[src/rtl/px_ss_csr_pkg.sv]
// Shared constants and types for the pixel-subsampler CSR block.
// Register slot offsets, status bit positions, AXI response codes and the address decode record.
package px_ss_csr_pkg;

    localparam int REGS_PER_CH = 8;
    localparam int NUM_CR      = 6;
    localparam int CH_BYTES    = REGS_PER_CH * 4;
    localparam int CH_SHIFT    = 5;
    localparam int SLOT_SHIFT  = 2;

    typedef enum logic [2:0] {
        SLOT_PX_SKIP        = 3'd0,
        SLOT_PX_INTERVAL    = 3'd1,
        SLOT_PX_ADD_INTERVAL = 3'd2,
        SLOT_LN_SKIP        = 3'd3,
        SLOT_LN_INTERVAL    = 3'd4,
        SLOT_LN_ADD_INTERVAL = 3'd5,
        SLOT_STATUS         = 3'd6,
        SLOT_RSVD           = 3'd7
    } slot_e;

    localparam int STATUS_PENDING_BIT = 0;
    localparam int STATUS_FCNT_LSB    = 16;
    localparam int FCNT_W             = 16;

    localparam logic [1:0] RESP_OKAY   = 2'b00;
    localparam logic [1:0] RESP_SLVERR = 2'b10;

    typedef struct packed {
        logic       hit;
        logic [3:0] ch;
        logic [2:0] slot;
    } dec_t;

    function automatic logic is_cr_slot(input logic [2:0] slot);
        return slot < 3'(NUM_CR);
    endfunction

endpackage

[src/rtl/axi4_lite_if.sv]
// 32-bit AXI4-Lite bus bundle with master and slave views.
// Every channel transfers on a clock edge where its valid and ready are both high;
// valid never waits on ready and payload stays stable while valid is high.
interface axi4_lite_if;

    logic [31:0] awaddr;
    logic        awvalid;
    logic        awready;
    logic [31:0] wdata;
    logic [3:0]  wstrb;
    logic        wvalid;
    logic        wready;
    logic [1:0]  bresp;
    logic        bvalid;
    logic        bready;
    logic [31:0] araddr;
    logic        arvalid;
    logic        arready;
    logic [31:0] rdata;
    logic [1:0]  rresp;
    logic        rvalid;
    logic        rready;

    modport slave (
        input  awaddr, awvalid, wdata, wstrb, wvalid, bready, araddr, arvalid, rready,
        output awready, wready, bresp, bvalid, arready, rdata, rresp, rvalid
    );

    modport master (
        output awaddr, awvalid, wdata, wstrb, wvalid, bready, araddr, arvalid, rready,
        input  awready, wready, bresp, bvalid, arready, rdata, rresp, rvalid
    );

endinterface

[src/rtl/px_ss_csr_ch.sv]
// One channel's register bank: config registers, pending flag, frame counter and read mux.
// With PX_SS_CSR_SHADOW_EN defined, writes land in shadow registers applied on sof.
module px_ss_csr_ch
    import px_ss_csr_pkg::*;
#(
    parameter int CR_W = 8
) (
    input  logic            clk_i,
    input  logic            rst_i,
    input  logic            we,
    input  logic [2:0]      wr_slot,
    input  logic [31:0]     wdata,
    input  logic [3:0]      wstrb,
    input  logic            sof,
    input  logic [2:0]      rd_slot,
    output logic [31:0]     rdata,
    output logic [CR_W-1:0] px_to_skip,
    output logic [CR_W-1:0] px_skip_interval,
    output logic [CR_W-1:0] add_px_skip_interval,
    output logic [CR_W-1:0] ln_to_skip,
    output logic [CR_W-1:0] ln_skip_interval,
    output logic [CR_W-1:0] add_ln_skip_interval
);

    logic [NUM_CR-1:0][CR_W-1:0] active_q;
    logic [NUM_CR-1:0][CR_W-1:0] cr_rd;
    logic [CR_W-1:0]             cur;
    logic [CR_W-1:0]             merged;
    logic [FCNT_W-1:0]           fcnt_q;
    logic                        pending;
    logic                        cr_we;

    // Strobe bits for bytes above CR_W and data bits above CR_W are dropped on purpose.
    logic unused_wbits;
    assign unused_wbits = ^{wdata, wstrb};

    assign cr_we = we && is_cr_slot(wr_slot);

    always_comb begin
        cur = '0;
        for (int i = 0; i < NUM_CR; i++) begin
            if (wr_slot == 3'(i)) cur = cr_rd[i];
        end
        merged = cur;
        for (int b = 0; b < CR_W; b++) begin
            if (wstrb[b/8]) merged[b] = wdata[b];
        end
    end

`ifdef PX_SS_CSR_SHADOW_EN
    logic [NUM_CR-1:0][CR_W-1:0] shadow_q;
    logic                        pending_q;

    // sof copies the pre-write shadow; a simultaneous write stays pending for the next frame.
    always_ff @(posedge clk_i or posedge rst_i) begin
        if (rst_i) begin
            shadow_q  <= '0;
            active_q  <= '0;
            pending_q <= 1'b0;
        end else begin
            if (sof) active_q <= shadow_q;
            if (cr_we) begin
                shadow_q[wr_slot] <= merged;
                pending_q         <= 1'b1;
            end else if (sof) begin
                pending_q <= 1'b0;
            end
        end
    end

    assign cr_rd   = shadow_q;
    assign pending = pending_q;
`else
    always_ff @(posedge clk_i or posedge rst_i) begin
        if (rst_i) begin
            active_q <= '0;
        end else if (cr_we) begin
            active_q[wr_slot] <= merged;
        end
    end

    assign cr_rd   = active_q;
    assign pending = 1'b0;
`endif

    always_ff @(posedge clk_i or posedge rst_i) begin
        if (rst_i) fcnt_q <= '0;
        else if (sof) fcnt_q <= fcnt_q + 1'b1;
    end

    always_comb begin
        rdata = '0;
        if (is_cr_slot(rd_slot)) begin
            for (int i = 0; i < NUM_CR; i++) begin
                if (rd_slot == 3'(i)) rdata = 32'(cr_rd[i]);
            end
        end else if (rd_slot == SLOT_STATUS) begin
            rdata[STATUS_FCNT_LSB +: FCNT_W] = fcnt_q;
            rdata[STATUS_PENDING_BIT]        = pending;
        end
    end

    assign px_to_skip           = active_q[SLOT_PX_SKIP];
    assign px_skip_interval     = active_q[SLOT_PX_INTERVAL];
    assign add_px_skip_interval = active_q[SLOT_PX_ADD_INTERVAL];
    assign ln_to_skip           = active_q[SLOT_LN_SKIP];
    assign ln_skip_interval     = active_q[SLOT_LN_INTERVAL];
    assign add_ln_skip_interval = active_q[SLOT_LN_ADD_INTERVAL];

endmodule

[src/rtl/px_ss_csr_mc.sv]
// Multi-channel AXI4-Lite CSR block for the pixel subsampler: handshakes, holding buffers, decode.
// Optional shadow registers are enabled with the PX_SS_CSR_SHADOW_EN macro.
module px_ss_csr_mc
    import px_ss_csr_pkg::*;
#(
    parameter logic [31:0] BASE_ADDR = 32'h0000_0000,
    parameter int          CH_CNT    = 1,
    parameter int          CR_W      = 8
) (
    input  logic                   clk_i,
    input  logic                   rst_i,
    axi4_lite_if.slave             csr_i,
    input  logic [CH_CNT-1:0]      sof_i,
    output logic [CH_CNT*CR_W-1:0] px_to_skip_o,
    output logic [CH_CNT*CR_W-1:0] px_skip_interval_o,
    output logic [CH_CNT*CR_W-1:0] add_px_skip_interval_o,
    output logic [CH_CNT*CR_W-1:0] ln_to_skip_o,
    output logic [CH_CNT*CR_W-1:0] ln_skip_interval_o,
    output logic [CH_CNT*CR_W-1:0] add_ln_skip_interval_o
);

    localparam logic [31:0] WIN_BYTES = 32'(CH_CNT * CH_BYTES);

    function automatic dec_t decode(input logic [31:0] addr);
        dec_t d;
        d.hit  = (addr >= BASE_ADDR) && ((addr - BASE_ADDR) < WIN_BYTES);
        d.ch   = 4'((addr - BASE_ADDR) >> CH_SHIFT);
        d.slot = 3'((addr - BASE_ADDR) >> SLOT_SHIFT);
        return d;
    endfunction

    logic        aw_full_q, w_full_q;
    logic [31:0] aw_addr_q, w_data_q;
    logic [3:0]  w_strb_q;
    logic        bvalid_q, rvalid_q;
    logic [1:0]  bresp_q, rresp_q;
    logic [31:0] rdata_q;

    logic              commit, ar_hs;
    dec_t              wr_dec, rd_dec;
    logic [CH_CNT-1:0] ch_we;
    logic [31:0]       ch_rdata [CH_CNT];
    logic [31:0]       rd_mux;

    assign csr_i.awready = !aw_full_q;
    assign csr_i.wready  = !w_full_q;
    assign csr_i.bvalid  = bvalid_q;
    assign csr_i.bresp   = bresp_q;
    assign csr_i.arready = !rvalid_q;
    assign csr_i.rvalid  = rvalid_q;
    assign csr_i.rdata   = rdata_q;
    assign csr_i.rresp   = rresp_q;

    // A held write response blocks the next commit, keeping one write outstanding.
    assign commit = aw_full_q && w_full_q && !bvalid_q;
    assign ar_hs  = csr_i.arvalid && !rvalid_q;
    assign wr_dec = decode(aw_addr_q);
    assign rd_dec = decode(csr_i.araddr);

    always_comb begin
        ch_we  = '0;
        rd_mux = '0;
        for (int c = 0; c < CH_CNT; c++) begin
            ch_we[c] = commit && wr_dec.hit && (wr_dec.ch == 4'(c));
            if (rd_dec.ch == 4'(c)) rd_mux = ch_rdata[c];
        end
    end

    always_ff @(posedge clk_i or posedge rst_i) begin
        if (rst_i) begin
            aw_full_q <= 1'b0;
            aw_addr_q <= '0;
            w_full_q  <= 1'b0;
            w_data_q  <= '0;
            w_strb_q  <= '0;
            bvalid_q  <= 1'b0;
            bresp_q   <= RESP_OKAY;
            rvalid_q  <= 1'b0;
            rdata_q   <= '0;
            rresp_q   <= RESP_OKAY;
        end else begin
            if (csr_i.awvalid && !aw_full_q) begin
                aw_full_q <= 1'b1;
                aw_addr_q <= csr_i.awaddr;
            end else if (commit) begin
                aw_full_q <= 1'b0;
            end

            if (csr_i.wvalid && !w_full_q) begin
                w_full_q <= 1'b1;
                w_data_q <= csr_i.wdata;
                w_strb_q <= csr_i.wstrb;
            end else if (commit) begin
                w_full_q <= 1'b0;
            end

            if (commit) begin
                bvalid_q <= 1'b1;
                bresp_q  <= wr_dec.hit ? RESP_OKAY : RESP_SLVERR;
            end else if (bvalid_q && csr_i.bready) begin
                bvalid_q <= 1'b0;
            end

            if (ar_hs) begin
                rvalid_q <= 1'b1;
                rdata_q  <= rd_dec.hit ? rd_mux : 32'h0;
                rresp_q  <= rd_dec.hit ? RESP_OKAY : RESP_SLVERR;
            end else if (rvalid_q && csr_i.rready) begin
                rvalid_q <= 1'b0;
                rdata_q  <= '0;
            end
        end
    end

    for (genvar c = 0; c < CH_CNT; c++) begin : g_ch
        px_ss_csr_ch #(.CR_W(CR_W)) u_ch (
            .clk_i                (clk_i),
            .rst_i                (rst_i),
            .we                   (ch_we[c]),
            .wr_slot              (wr_dec.slot),
            .wdata                (w_data_q),
            .wstrb                (w_strb_q),
            .sof                  (sof_i[c]),
            .rd_slot              (rd_dec.slot),
            .rdata                (ch_rdata[c]),
            .px_to_skip           (px_to_skip_o[c*CR_W +: CR_W]),
            .px_skip_interval     (px_skip_interval_o[c*CR_W +: CR_W]),
            .add_px_skip_interval (add_px_skip_interval_o[c*CR_W +: CR_W]),
            .ln_to_skip           (ln_to_skip_o[c*CR_W +: CR_W]),
            .ln_skip_interval     (ln_skip_interval_o[c*CR_W +: CR_W]),
            .add_ln_skip_interval (add_ln_skip_interval_o[c*CR_W +: CR_W])
        );
    end

endmodule
[src/flat_wrapper.sv]
// flat-port wrapper written by rule: the top's interface ports become plain ports
module px_ss_csr_mc_flat import px_ss_csr_pkg::*;
#(
    parameter logic [31:0] BASE_ADDR = 32'h0000_0000,
    parameter int          CH_CNT    = 1,
    parameter int          CR_W      = 8
)
  (clk_i, rst_i, sof_i, px_to_skip_o, px_skip_interval_o, add_px_skip_interval_o, ln_to_skip_o, ln_skip_interval_o, add_ln_skip_interval_o, csr_i_awaddr, csr_i_awvalid, csr_i_wdata, csr_i_wstrb, csr_i_wvalid, csr_i_bready, csr_i_araddr, csr_i_arvalid, csr_i_rready, csr_i_awready, csr_i_wready, csr_i_bresp, csr_i_bvalid, csr_i_arready, csr_i_rdata, csr_i_rresp, csr_i_rvalid);
  axi4_lite_if csr_i_i ();
  input  logic clk_i;
  input  logic rst_i;
  input  logic [CH_CNT-1:0] sof_i;
  output logic [CH_CNT*CR_W-1:0] px_to_skip_o;
  output logic [CH_CNT*CR_W-1:0] px_skip_interval_o;
  output logic [CH_CNT*CR_W-1:0] add_px_skip_interval_o;
  output logic [CH_CNT*CR_W-1:0] ln_to_skip_o;
  output logic [CH_CNT*CR_W-1:0] ln_skip_interval_o;
  output logic [CH_CNT*CR_W-1:0] add_ln_skip_interval_o;
  input wire logic [$bits(csr_i_i.awaddr)-1:0] csr_i_awaddr;
  input wire logic [$bits(csr_i_i.awvalid)-1:0] csr_i_awvalid;
  input wire logic [$bits(csr_i_i.wdata)-1:0] csr_i_wdata;
  input wire logic [$bits(csr_i_i.wstrb)-1:0] csr_i_wstrb;
  input wire logic [$bits(csr_i_i.wvalid)-1:0] csr_i_wvalid;
  input wire logic [$bits(csr_i_i.bready)-1:0] csr_i_bready;
  input wire logic [$bits(csr_i_i.araddr)-1:0] csr_i_araddr;
  input wire logic [$bits(csr_i_i.arvalid)-1:0] csr_i_arvalid;
  input wire logic [$bits(csr_i_i.rready)-1:0] csr_i_rready;
  output wire logic [$bits(csr_i_i.awready)-1:0] csr_i_awready;
  output wire logic [$bits(csr_i_i.wready)-1:0] csr_i_wready;
  output wire logic [$bits(csr_i_i.bresp)-1:0] csr_i_bresp;
  output wire logic [$bits(csr_i_i.bvalid)-1:0] csr_i_bvalid;
  output wire logic [$bits(csr_i_i.arready)-1:0] csr_i_arready;
  output wire logic [$bits(csr_i_i.rdata)-1:0] csr_i_rdata;
  output wire logic [$bits(csr_i_i.rresp)-1:0] csr_i_rresp;
  output wire logic [$bits(csr_i_i.rvalid)-1:0] csr_i_rvalid;
  assign csr_i_i.awaddr = csr_i_awaddr;
  assign csr_i_i.awvalid = csr_i_awvalid;
  assign csr_i_i.wdata = csr_i_wdata;
  assign csr_i_i.wstrb = csr_i_wstrb;
  assign csr_i_i.wvalid = csr_i_wvalid;
  assign csr_i_i.bready = csr_i_bready;
  assign csr_i_i.araddr = csr_i_araddr;
  assign csr_i_i.arvalid = csr_i_arvalid;
  assign csr_i_i.rready = csr_i_rready;
  assign csr_i_awready = csr_i_i.awready;
  assign csr_i_wready = csr_i_i.wready;
  assign csr_i_bresp = csr_i_i.bresp;
  assign csr_i_bvalid = csr_i_i.bvalid;
  assign csr_i_arready = csr_i_i.arready;
  assign csr_i_rdata = csr_i_i.rdata;
  assign csr_i_rresp = csr_i_i.rresp;
  assign csr_i_rvalid = csr_i_i.rvalid;
  px_ss_csr_mc #(.BASE_ADDR(BASE_ADDR), .CH_CNT(CH_CNT), .CR_W(CR_W)) u_core (.clk_i(clk_i), .rst_i(rst_i), .csr_i(csr_i_i), .sof_i(sof_i), .px_to_skip_o(px_to_skip_o), .px_skip_interval_o(px_skip_interval_o), .add_px_skip_interval_o(add_px_skip_interval_o), .ln_to_skip_o(ln_to_skip_o), .ln_skip_interval_o(ln_skip_interval_o), .add_ln_skip_interval_o(add_ln_skip_interval_o));
endmodule
[config.mk]
export PLATFORM = sky130hd
export DESIGN_NAME = px_ss_csr_mc_flat
export DESIGN_NICKNAME = d
export VERILOG_FILES = /design/src/rtl/px_ss_csr_pkg.sv /design/src/rtl/axi4_lite_if.sv /design/src/rtl/px_ss_csr_ch.sv /design/src/rtl/px_ss_csr_mc.sv /design/src/flat_wrapper.sv
export SDC_FILE = /design/constraint.sdc
export NUM_CORES = 1
export LEC_CHECK = 0
export BUFFER_PORTS_ARGS = -buffer_cell sky130_fd_sc_hd__buf_4
export CAP_MARGIN = 25
export CORE_UTILIZATION = 42
export DETAILED_ROUTE_END_ITERATION = 10
export PLACE_DENSITY = 0.67
export SYNTH_ARGS = -nofsm -noshare
export SYNTH_HDL_FRONTEND = slang
export SYNTH_SLANG_ARGS = --single-unit
[constraint.sdc]
create_clock -name clk_i -period 6.33 [get_ports clk_i]
set_clock_uncertainty 0.2 [all_clocks]
set_input_delay 1.266 -clock clk_i [delete_from_list [all_inputs] [get_ports clk_i]]
set_output_delay 1.266 -clock clk_i [all_outputs]
set_load 0.02 [all_outputs]
==> results.rst, run 1 <==
.. list-table::
   :header-rows: 1

   * - Metric
     - Value
   * - Post-CTS Setup Repair Bufs
     - 0
   * - Leftover overflow at the end of global routing
     - 0
   * - Antenna fix cells
     - 0
   * - WL per Instance
     - 18.25 um
   * - Setup Total Neg Slack
     - 0 ps
   * - First-pass GRT wire length
     - roughly 23,000 um
   * - Clock tree root buffer cell
     - sky130_fd_sc_hd__clkbuf_16
   * - Worst endpoint required time
     - roughly 6400 ps
   * - Clock-pin slew reported for the worst setup and hold paths after clock tree synthesis
     - ~60 ps
   * - Average cell area after synthesis
     - 13.22 um^2
   * - CTS tree
     - yes
   * - Initial antenna violation count
     - 0
   * - Post-DR vias/cell
     - 5.345
   * - Share of the core filled with cells
     - 57.74%
   * - Via count of the first global-routing pass
     - about 4,400
   * - Commonest cells in the netlist
     - sky130_fd_sc_hd__dfrtp_1 (133), sky130_fd_sc_hd__mux2_2 (94), sky130_fd_sc_hd__a22o_1 (24)
   * - Unrepaired setup endpoints after global routing
     - false
   * - Final worst-path cycle share
     - approximately half
   * - Final hold viol count
     - 0
   * - Number of flops mapped to enable cells by yosys
     - 0
   * - Initial core utilization
     - 43.71%
   * - Synth Register Bits
     - between 100 and 150
   * - Weighted congestion reported at the end of routability-driven placement
     - just over 0.8
   * - Floorplan Core Area
     - about 14,000 um^2
   * - Netlist cell types
     - 43
   * - Asr flop ratio synth
     - between 90% and 100%
   * - Post-Synthesis Cells
     - 466
   * - Number of placed I/O pins
     - approximately 200
   * - Path type of the worst min-delay path
     - reg -> reg
   * - Dominant register cell in the synthesized netlist
     - sky130_fd_sc_hd__dfrtp_1
   * - Final Critical Period
     - about 3300 ps
   * - Count of pins over their slew limit
     - 0
   * - Type of the setup path with the least slack
     - reg -> reg
   * - Max-cap violation count
     - 0
   * - Horizontal extent of the die
     - roughly 120 um
   * - TritonRoute pass-1 iters
     - 5
   * - Floorplan die area
     - roughly 15,000 um^2
   * - Dominant cell by count in the synthesized netlist
     - sky130_fd_sc_hd__dfrtp_1
   * - Cell Area, Synth
     - approximately 6200 um^2
   * - Sequential element share of the synthesized area
     - a little over half
   * - CP arrival
     - roughly 3400 ps
   * - Warnings, synthesis
     - 0
   * - Type of destination of the critical path
     - register
   * - Via count
     - roughly 4,400
   * - Cell type with the largest total area after synthesis
     - sky130_fd_sc_hd__dfrtp_1
   * - Final antenna-violating net count
     - 0
   * - Leakage component of the power
     - approximately 3.9 nW
   * - Aggregate global-route resource usage
     - between 20% and 30%
   * - Fraction of final layout cells with drive strength greater than 1
     - between 40 and 50%
   * - Hold buffers post-CTS
     - 0
   * - Placed Cells
     - ~780
   * - CTS Buf Count
     - 17
   * - Slew HR
     - approximately 44%
   * - Highest achievable clock rate
     - between 0.3 and 0.4 GHz
   * - Largest driver fanout on the critical path
     - 8
   * - Clock Tree Buf Depth
     - 2
   * - Critical path launch point type
     - register
   * - Overall routed net length
     - 14,930 um
   * - Die span in y
     - approximately 120 um
   * - H-tree depth reported by CTS
     - 4
   * - Count of buffers inserted at the top-level ports
     - 155
   * - DRC
     - 0
   * - Largest cells by area after synthesis
     - sky130_fd_sc_hd__dfrtp_1 (54%), sky130_fd_sc_hd__mux2_2 (17%), sky130_fd_sc_hd__mux4_2 (4.4%), sky130_fd_sc_hd__a22o_1 (3.4%), sky130_fd_sc_hd__nor4_4 (2.1%)
   * - Power per unit of standard cell area
     - 338.7 nW/um^2
   * - Final Non-Filler Cells
     - ~820
   * - Area growth, synth to finish
     - 32.11%
   * - Clock sink count
     - between 100 and 150
   * - Number of placement rows
     - between 40 and 50
   * - Transition time at the pin with the least slew margin
     - a little over 800 ps
   * - Maximum resistive drop on vdd
     - about 0.24 mV
   * - Outcome
     - finished clean
   * - Maximum number of pins on one net before global-route repair
     - 84
   * - Yosys top cell area share
     - a little over half
   * - Post-cts resize count
     - 0
   * - Post-detail-place hpwl
     - 10,670 um
   * - Number of violations reported at the end of detailed-routing iteration 0
     - 141
   * - Number of endpoints failing setup at the final stage
     - 0
   * - Clock latency on the worst-skew pair
     - 410 ps
   * - Total number of nets in the final design
     - approximately 730
==> final cells by class <==
cell class	count	area, um^2
Timing Repair Buffer	162	1236
Clock inverter	10	146.4
Sequential cell	133	3328
Clock buffer	22	484.2
Inverter	22	85.08
Tap cell	180	225.2
Multi-Input combinational cell	289	2634
Fill cell	1169	5957
==> stage by stage <==
stage	hold slack, ps	power (mW)	instance area (um^2)	setup slack [ps]
2_1_floorplan	245.8	1.559	6195	1310
3_5_place_dp	268.0	1.743	7466	2997
6_report	276.5	2.757	8139	3078
3_3_place_gp	261.9	1.713	7466	3100
5_1_grt	307.1	2.897	8139	2974
4_1_cts	275.3	2.779	8097	3080
==> logic make-up after synthesis <==
kind of cell	count (synthesis)	share of synthesized area, %
flops	133	54.02
mux	116	23.19
xor+xnor	15	2.132
other cells	1	0.06087
compound gates	69	7.961
simple gates	78	8.448
fa+ha+maj	1	0.2031
buf+inv	53	3.980
==> cells in the final DEF, fill, tap and decap left out, types with 12 or more instances in the layout <==
cell                        instances
sky130_fd_sc_hd__buf_4            159
sky130_fd_sc_hd__dfrtp_1          133
sky130_fd_sc_hd__inv_1             21
sky130_fd_sc_hd__mux2_2            94
sky130_fd_sc_hd__nand2_1           17
sky130_fd_sc_hd__clkbuf_16         17
sky130_fd_sc_hd__mux4_2            12
sky130_fd_sc_hd__nor4_1            13
sky130_fd_sc_hd__a22o_1            24
==> power breakdown <==
part	switching, mW	leakage (nW)	internal (mW)	total [mW]
logic	0.301	1.85	0.270	0.571
clock network	0.358	0.306	0.663	1.02
registers	0.155	1.74	1.01	1.16
==> sequential cells by signal, summed over array words and instances (netlist names) <==
name / cells
u_core.g_ch.u_ch.px_skip_interval: 8
u_core.csr_i.bvalid: 1
u_core.aw_addr_q: 30
u_core.w_data_q: 8
u_core.csr_i.rdata: 24
u_core.g_ch.u_ch.ln_to_skip: 8
u_core.w_strb_q: 1
u_core.g_ch.u_ch.fcnt_q: 16
u_core.g_ch.u_ch.add_px_skip_interval: 8
u_core.w_full_q: 1
u_core.aw_full_q: 1
u_core.csr_i.bresp: 1
u_core.g_ch.u_ch.add_ln_skip_interval: 8
u_core.g_ch.u_ch.ln_skip_interval: 8
u_core.csr_i.rvalid: 1
u_core.g_ch.u_ch.px_to_skip: 8
u_core.csr_i.rresp: 1
==> critical path, stage by stage (launching register included) <==
cell                      delay, ps
sky130_fd_sc_hd__dfrtp_1        380
sky130_fd_sc_hd__or4_1          530
sky130_fd_sc_hd__or4_1          820
sky130_fd_sc_hd__nor4_4         790
sky130_fd_sc_hd__mux2_2         410
==> metal layers <==
| metal | global-route usage (%) | vias up | share of wire, % | wire length [um] |
|---|---|---|---|---|
| li1 | - | 2033 | - | - |
| met1 | 26.39 | 2158 | 42 | 6209 |
| met2 | 33.36 | 161 | 49 | 7269 |
| met3 | 6.458 | 20 | 8.0 | 1188 |
| met4 | 7.982 | 0 | 1.7 | 259 |
| met5 | 0 | - | 0 | 0 |
==> path summary, 6_finish.rpt <==
| check | startpoint | end | depth (start not counted) | slack, ps |
|---|---|---|---|---|
| setup / recovery | u_core.aw_addr_q[10]$_DFFE_PP0P_ | u_core.g_ch[0].u_ch.px_to_skip[0]$_DFFE_PP0P_ | 4 | 3080 |
| hold / removal | u_core.g_ch[0].u_ch.fcnt_q[15]$_DFFE_PP0P_ | u_core.g_ch[0].u_ch.fcnt_q[15]$_DFFE_PP0P_ | 1 | 280 |
| setup reg to reg | u_core.aw_addr_q[10]$_DFFE_PP0P_ | u_core.g_ch[0].u_ch.px_to_skip[0]$_DFFE_PP0P_ | 4 | 3080 |
| hold reg to reg | u_core.g_ch[0].u_ch.fcnt_q[15]$_DFFE_PP0P_ | u_core.g_ch[0].u_ch.fcnt_q[15]$_DFFE_PP0P_ | 1 | 280 |
| max in group asynchronous | rst_i | u_core.g_ch[0].u_ch.px_to_skip[2]$_DFFE_PP0P_ | 3 | 4180 |
| min in group asynchronous | rst_i | u_core.csr_i.rdata[17]$_DFFE_PP0P_ | 2 | 700 |
Power figures use the tool's default switching activity.
==> inputs of run 2 (changes only) <==
ABC_AREA = 1   (was not set)
PLACE_DENSITY = 0.69   (was 0.67)
clock period = 2.9 ns   (was 6.33 ns; I/O delays follow)
==> run 2 against run 1 <==
Routed wire length is 17% higher. Design area increased by 4.7%. Synthesized area grew 5.9%. Highest routed layer unchanged. Maximum frequency up 41%. Global-route usage grew 1.5 points. Register-to-register slack worse by 2500 ps.
==> results.rst, run 2 <==
.. list-table::
   :header-rows: 1

   * - Metric
     - Value
   * - Aggregate global-route resource usage
     - roughly 22%
   * - Leftover overflow at the end of global routing
     - 0
   * - Antenna fix cells
     - 0
   * - Initial antenna violation count
     - 0
   * - Post-detail-place hpwl
     - between 10,000 and 15,000 um
   * - Top library cells by usage in the layout, fill and taps aside
     - sky130_fd_sc_hd__nand2_1 (318), sky130_fd_sc_hd__buf_4 (161), sky130_fd_sc_hd__dfrtp_1 (133)
   * - Largest driver fanout on the critical path
     - 8
   * - Dominant cell by count in the synthesized netlist
     - sky130_fd_sc_hd__nand2_1
   * - Final antenna-violating net count
     - 0
   * - Commonest cells in the netlist
     - sky130_fd_sc_hd__nand2_1 (318), sky130_fd_sc_hd__dfrtp_1 (133), sky130_fd_sc_hd__nor2_1 (100)
   * - Horizontal extent of the die
     - roughly 130 um
   * - Number of flops mapped to enable cells by yosys
     - 0
   * - # fillers
     - 1,440
   * - Register area
     - between 3000 and 4000 um^2
   * - Highest achievable clock rate
     - between 0.4 and 0.5 GHz
   * - Synth Register Bits
     - about 130
   * - CTS tree
     - yes
   * - Worst endpoint required time
     - 3000 ps
   * - Unrepaired setup endpoints after global routing
     - false
   * - Post-DR vias/cell
     - roughly 5
   * - CTS Buf Count
     - 17
   * - Type of the setup path with the least slack
     - reg -> reg
   * - Total number of nets in the final design
     - around 1,100
   * - Cell type with the largest total area after synthesis
     - sky130_fd_sc_hd__dfrtp_1
   * - Post-cts resize count
     - 0
   * - Area growth, synth to finish
     - 30.62%
   * - Transition time at the pin with the least slew margin
     - a little over 900 ps
   * - Die span in y
     - 126.7 um
   * - Fraction of final layout cells with drive strength greater than 1
     - ~24%
   * - Initial core utilization
     - ~43%
   * - Clock Tree Buf Depth
     - 2
   * - Number of violations reported at the end of detailed-routing iteration 0
     - between 300 and 400
   * - Register ranked first by flip-flop count
     - u_core.aw_addr_q
   * - Post-Synthesis Cells
     - slightly above 800
   * - DRC
     - 0
   * - Number of placed I/O pins
     - 197
   * - Asr flop ratio synth
     - between 90% and 100%
   * - Via count
     - around 6,000
   * - Clock latency on the worst-skew pair
     - ~420 ps
   * - Count of buffers inserted at the top-level ports
     - around 160
   * - Clock tree root buffer cell
     - sky130_fd_sc_hd__clkbuf_16
   * - Warnings, synthesis
     - 0
   * - WL per Instance
     - about 15 um
   * - Sequential element share of the synthesized area
     - about half
   * - Maximum resistive drop on vdd
     - slightly below 0.6 mV
   * - Path type of the worst min-delay path
     - in -> reg
   * - Final worst-path cycle share
     - 79.73%
   * - TritonRoute pass-1 iters
     - 5
   * - Clock-pin slew reported for the worst setup and hold paths after clock tree synthesis
     - 60 ps
   * - Outcome
     - finished clean
   * - Share of the core filled with cells
     - 56.07%
   * - Netlist cell types
     - 31
   * - Setup Total Neg Slack
     - 0 ps
   * - Via count of the first global-routing pass
     - about 5,600
   * - Most common library cell in the layout ignoring fill and taps
     - sky130_fd_sc_hd__nand2_1
   * - Max-cap violation count
     - 0
   * - Floorplan die area
     - ~16,000 um^2
   * - Number of flip-flops under the largest register name
     - 30
   * - Final hold viol count
     - 0
   * - Slew HR
     - 37.45%
   * - Overall routed net length
     - 17,440 um
   * - Final Critical Period
     - approximately 2300 ps
   * - First-pass GRT wire length
     - between 20,000 and 30,000 um
   * - Power per unit of standard cell area
     - around 710 nW/um^2
   * - H-tree depth reported by CTS
     - 4
   * - Number of endpoints failing setup at the final stage
     - 0
   * - Largest cells by area after synthesis
     - sky130_fd_sc_hd__dfrtp_1 (51%), sky130_fd_sc_hd__nand2_1 (18%), sky130_fd_sc_hd__nor2_1 (5.8%), sky130_fd_sc_hd__mux2_2 (5.7%), sky130_fd_sc_hd__nand3_1 (3.8%)
   * - Number of placement rows
     - 45
   * - Critical path launch point type
     - register
   * - Average cell area after synthesis
     - about 8 um^2
   * - Type of destination of the critical path
     - register
   * - Area occupied by multi-input gates
     - 2882 um^2
   * - Dominant register cell in the synthesized netlist
     - sky130_fd_sc_hd__dfrtp_1
   * - Floorplan Core Area
     - 15,200 um^2
   * - CP arrival
     - between 2000 and 2500 ps
   * - Yosys top cell area share
     - 51.00%
   * - Weighted congestion reported at the end of routability-driven placement
     - roughly 0.91
   * - Leakage component of the power
     - 4.506 nW
   * - Clock sink count
     - 133
   * - Maximum number of pins on one net before global-route repair
     - 76
   * - Count of pins over their slew limit
     - 0
   * - Cell Area, Synth
     - roughly 6500 um^2
run 2: report_power, final:
part	switching [mW]	total (mW)	internal, mW	leakage [nW]
logic	0.841	1.42	0.577	2.50
registers	0.283	2.48	2.20	1.72
clock network	0.784	2.13	1.35	0.289
total	1.91	6.03	4.13	4.51
run 2: timing repair:
action	CTS	global route
endpoints found under the setup margin	0	0
setup buffers	0	0
hold buffers	1	0
endpoints found under the hold margin	17	0
run 2: cell families after synthesis:
logic type / after synthesis / share of synthesized area (%)
muxes: 33 / 5.694
DFF: 133 / 51.00
AOI/OAI and AO/OA: 43 / 3.451
buffers and inverters: 82 / 5.368
and+or+nand+nor: 512 / 32.36
xor gates and xnor gates: 14 / 1.879
other: 1 / 0.05746
adders and majority gates: 1 / 0.1917
run 2: stage by stage:
step,hold slack (ps),setup WS (ps),power [mW],area [um^2],std cells
final,118.0,587.8,6.034,8524,1191
after global routing,112.8,327.6,6.348,8524,1191
after CTS,111.8,580.7,6.074,8524,1191
after detailed placement,267.2,565.1,3.928,7926,1158
after global placement,255.0,563.6,3.890,7926,1158
after floorplan,241.7,468.8,3.474,6564,828
run 2: cell type report:
cell class	instances	share of cell area, %
clock buffer	23	5.724
clock inverter	9	1.174
inverter	61	2.730
multi-input combinational	613	33.80
sequential	133	39.04
tap	188	2.759
timing repair buffer	164	14.77
run 2: path summary, 6_finish.rpt:
check | startpoint | endpoint | slack (ps) | cells after the start
worst min register to register | u_core.g_ch[0].u_ch.fcnt_q[13]$_DFFE_PP0P_ | u_core.g_ch[0].u_ch.fcnt_q[13]$_DFFE_PP0P_ | 280 | 2
worst max-delay path | u_core.aw_addr_q[19]$_DFFE_PP0P_ | u_core.g_ch[0].u_ch.ln_to_skip[2]$_DFFE_PP0P_ | 590 | 8
worst max register to register | u_core.aw_addr_q[19]$_DFFE_PP0P_ | u_core.g_ch[0].u_ch.ln_to_skip[2]$_DFFE_PP0P_ | 590 | 8
min in group asynchronous | rst_i | u_core.aw_addr_q[10]$_DFFE_PP0P_ | 530 | 3
max in group asynchronous | rst_i | u_core.g_ch[0].u_ch.ln_skip_interval[6]$_DFFE_PP0P_ | 1240 | 4
worst min-delay path | csr_i_bready | u_core.csr_i.bvalid$_DFFE_PP0P_ | 120 | 2
run 2: per-layer routing:
layer  GRT usage (%)  wire length, um  up-vias
met2           36.17             8125      207
li1                -                -     2929
met3           6.200             1126       28
met1           28.45             7808     2790
met4           8.473              382        0
met5               0                0        -
run 2: critical path, cell delays in order, from the launching register on:
cell	delay, ps
sky130_fd_sc_hd__dfrtp_1	370
sky130_fd_sc_hd__nor2_1	150
sky130_fd_sc_hd__nand2_1	70
sky130_fd_sc_hd__nor2_1	130
sky130_fd_sc_hd__nand4_1	340
sky130_fd_sc_hd__nor2_2	430
sky130_fd_sc_hd__nand2_1	300
sky130_fd_sc_hd__nand2_1	130
sky130_fd_sc_hd__nand2_1	70
==> inputs of run 3 (changes only) <==
PLACE_DENSITY = 0.66   (was 0.69)
clock period = 2.4 ns   (was 2.9 ns; I/O delays follow)
==> run 3 against run 2 <==
Worst hold slack got worse by 94 ps. Via count decreased by 0.60%. Register-to-register slack got worse by 220 ps. Critical path type unchanged. Largest power group unchanged.
==> results.rst, run 3 (synthesis results as in run 2) <==
.. list-table::
   :header-rows: 1

   * - Metric
     - Value
   * - Clock sink count
     - between 100 and 150
   * - Count of pins over their slew limit
     - 0
   * - Outcome
     - finished clean
   * - Slew HR
     - between 30% and 40%
   * - Overall routed net length
     - 17,520 um
   * - Leakage component of the power
     - roughly 4.5 nW
   * - Number of placed I/O pins
     - 197
   * - Leftover overflow at the end of global routing
     - 0
   * - Minimum setup slack among reg-to-reg paths
     - around 370 ps
   * - Maximum resistive drop on vdd
     - 0.5988 mV
   * - Worst hold start
     - csr_i_bready
   * - Critical path launch point type
     - register
   * - Setup Total Neg Slack
     - 0 ps
   * - Number of violations reported at the end of detailed-routing iteration 0
     - roughly 390
   * - H-tree depth reported by CTS
     - 4
   * - Most common library cell in the layout ignoring fill and taps
     - sky130_fd_sc_hd__nand2_1
   * - Transition time at the pin with the least slew margin
     - between 900 and 1000 ps
   * - Via count
     - 5,918
   * - Initial antenna violation count
     - 0
   * - Relative contribution of sequential cells to total power
     - between 40% and 50%
   * - Largest driver fanout on the critical path
     - 10
   * - WL per Instance
     - around 15 um
   * - Post-cts resize count
     - 0
   * - Number of endpoints failing setup at the final stage
     - 0
   * - Share of total power consumed by net switching
     - between 30 and 40%
   * - Horizontal extent of the die
     - 126.7 um
   * - Final hold viol count
     - 0
   * - Unrepaired setup endpoints after global routing
     - false
   * - Antenna fix cells
     - 0
   * - Internal cell power
     - between 4 and 5 mW
   * - Clock Tree Buf Depth
     - 2
   * - Number of placement rows
     - 45
   * - Top library cells by usage in the layout, fill and taps aside
     - sky130_fd_sc_hd__nand2_1 (318), sky130_fd_sc_hd__buf_4 (171), sky130_fd_sc_hd__dfrtp_1 (133)
   * - Count of buffers inserted at the top-level ports
     - around 160
   * - Die span in y
     - around 130 um
   * - Aggregate global-route resource usage
     - about a quarter
   * - Type of destination of the critical path
     - register
   * - Final Non-Filler Cells
     - roughly 1,200
   * - Register ranked first by flip-flop count
     - u_core.aw_addr_q
   * - Initial core utilization
     - around 43%
   * - Post-DR vias/cell
     - 4.919
   * - DRC
     - 0
   * - Final antenna-violating net count
     - 0
   * - Power per unit of standard cell area
     - 838.4 nW/um^2
   * - Clock tree root buffer cell
     - sky130_fd_sc_hd__clkbuf_16
   * - Capture endpoint of the worst hold path
     - u_core.csr_i.bvalid$_DFFE_PP0P_
   * - Floorplan Core Area
     - between 15,000 and 20,000 um^2
   * - RR Endpoint
     - u_core.g_ch[0].u_ch.px_skip_interval[3]$_DFFE_PP0P_
   * - Final Critical Period
     - between 2000 and 2500 ps
   * - Combinational share of power
     - around 25%
   * - CTS tree
     - yes
   * - Area growth, synth to finish
     - 31.86%
   * - Worst endpoint required time
     - between 2000 and 3000 ps
   * - Clock latency on the worst-skew pair
     - 420 ps
   * - Max-cap violation count
     - 0
   * - Path type of the worst min-delay path
     - in -> reg
   * - Clk network pwr share
     - 33.6%
   * - Post-detail-place hpwl
     - roughly 13,000 um
   * - Floorplan die area
     - roughly 16,000 um^2
   * - TritonRoute pass-1 iters
     - 5
   * - Crit path from
     - u_core.aw_addr_q[4]$_DFFE_PP0P_
   * - Final worst-path cycle share
     - a little over four fifths
   * - Worst reg2reg path depth
     - 8
   * - Via count of the first global-routing pass
     - around 5,700
   * - Switching power of the nets
     - 2.373 mW
   * - CP arrival
     - about 2200 ps
   * - Weighted congestion reported at the end of routability-driven placement
     - 0.9083
   * - Type of the setup path with the least slack
     - reg -> reg
   * - Fraction of final layout cells with drive strength greater than 1
     - 25.12%
   * - Maximum number of pins on one net before global-route repair
     - 37
   * - Total number of nets in the final design
     - between 1,000 and 1,500
   * - First-pass GRT wire length
     - 28,570 um
   * - Number of flip-flops under the largest register name
     - 30
   * - Worst flop-to-flop path startpoint
     - u_core.aw_addr_q[4]$_DFFE_PP0P_
   * - CTS Buf Count
     - 17
   * - # fillers
     - roughly 1,400
   * - Highest achievable clock rate
     - between 0.4 and 0.5 GHz
   * - Clock-pin slew reported for the worst setup and hold paths after clock tree synthesis
     - 60 ps
   * - Placed Cells
     - roughly 1,200
   * - Cell depth of the worst min-delay path
     - 2
## run 3: stage by stage
stage          power (mW)  setup WS, ps  instance area (um^2)  utilization, %  hold WS, ps
5_1_grt             7.632         112.3                  8606           56.61        18.96
3_5_place_dp        4.817         275.8                  8041           52.90        265.9
6_report            7.215         367.0                  8606           56.61        24.43
3_3_place_gp        4.778         286.0                  8041           52.90        260.6
2_1_floorplan       4.197         68.82                  6564               -        241.7
4_1_cts             7.270         323.0                  8606           56.61        9.631
## run 3: worst max-delay path: stages, from the launching register on
cell	delay, ps
sky130_fd_sc_hd__dfrtp_1	490
sky130_fd_sc_hd__inv_2	160
sky130_fd_sc_hd__nor2_1	110
sky130_fd_sc_hd__nand2_1	160
sky130_fd_sc_hd__inv_1	240
sky130_fd_sc_hd__a21oi_1	120
sky130_fd_sc_hd__a21oi_2	320
sky130_fd_sc_hd__nand2_1	100
sky130_fd_sc_hd__nand2_1	70
## run 3: area by class of cell
class                      count  area, um^2  share of cell area, %
tap                          188       235.2                  2.733
sequential                   133        3328                  38.67
multi-input combinational    613        2882                  33.48
clock buffer                  20       446.7                  5.190
clock inverter                12       107.6                  1.250
inverter                      61       232.7                  2.704
timing repair buffer         176        1374                  15.96
## run 3: repair_timing
| action | CTS | global route |
|---|---|---|
| hold endpoints to repair | 21 | 0 |
| setup buffers | 0 | 0 |
| hold buffers | 1 | 0 |
## run 3: how the worst max path moves through the flow
stage          cells past startpoint                                                 endpoint
6_report                           8      u_core.g_ch[0].u_ch.px_skip_interval[3]$_DFFE_PP0P_
5_1_grt                            7  u_core.g_ch[0].u_ch.add_px_skip_interval[4]$_DFFE_PP0P_
4_1_cts                            9      u_core.g_ch[0].u_ch.px_skip_interval[6]$_DFFE_PP0P_
3_5_place_dp                       9                        u_core.csr_i.rdata[5]$_DFFE_PP0P_
3_3_place_gp                       9                        u_core.csr_i.rdata[5]$_DFFE_PP0P_
2_1_floorplan                      1                         u_core.aw_addr_q[10]$_DFFE_PP0P_
## run 3: power by group through the flow
stage | logic [mW] | clock network, mW | registers (mW)
after floorplan | 1.27 | 0 | 2.93
after global placement | 1.77 | 0 | 3.01
after detailed placement | 1.80 | 0 | 3.02
after CTS | 1.82 | 2.47 | 2.98
after global routing | 2.02 | 2.57 | 3.04
final | 1.80 | 2.43 | 2.99
## run 3: per-layer routing
| metal | vias up | routed length, um | part of all wire, % | global-route usage [%] |
|---|---|---|---|---|
| met3 | 26 | 1054 | 6.0 | 6.073 |
| li1 | 2952 | - | - | - |
| met5 | - | 0 | 0 | 0 |
| met1 | 2752 | 7860 | 45 | 30.43 |
| met4 | 0 | 356 | 2.0 | 8.613 |
| met2 | 188 | 8250 | 47 | 37.50 |
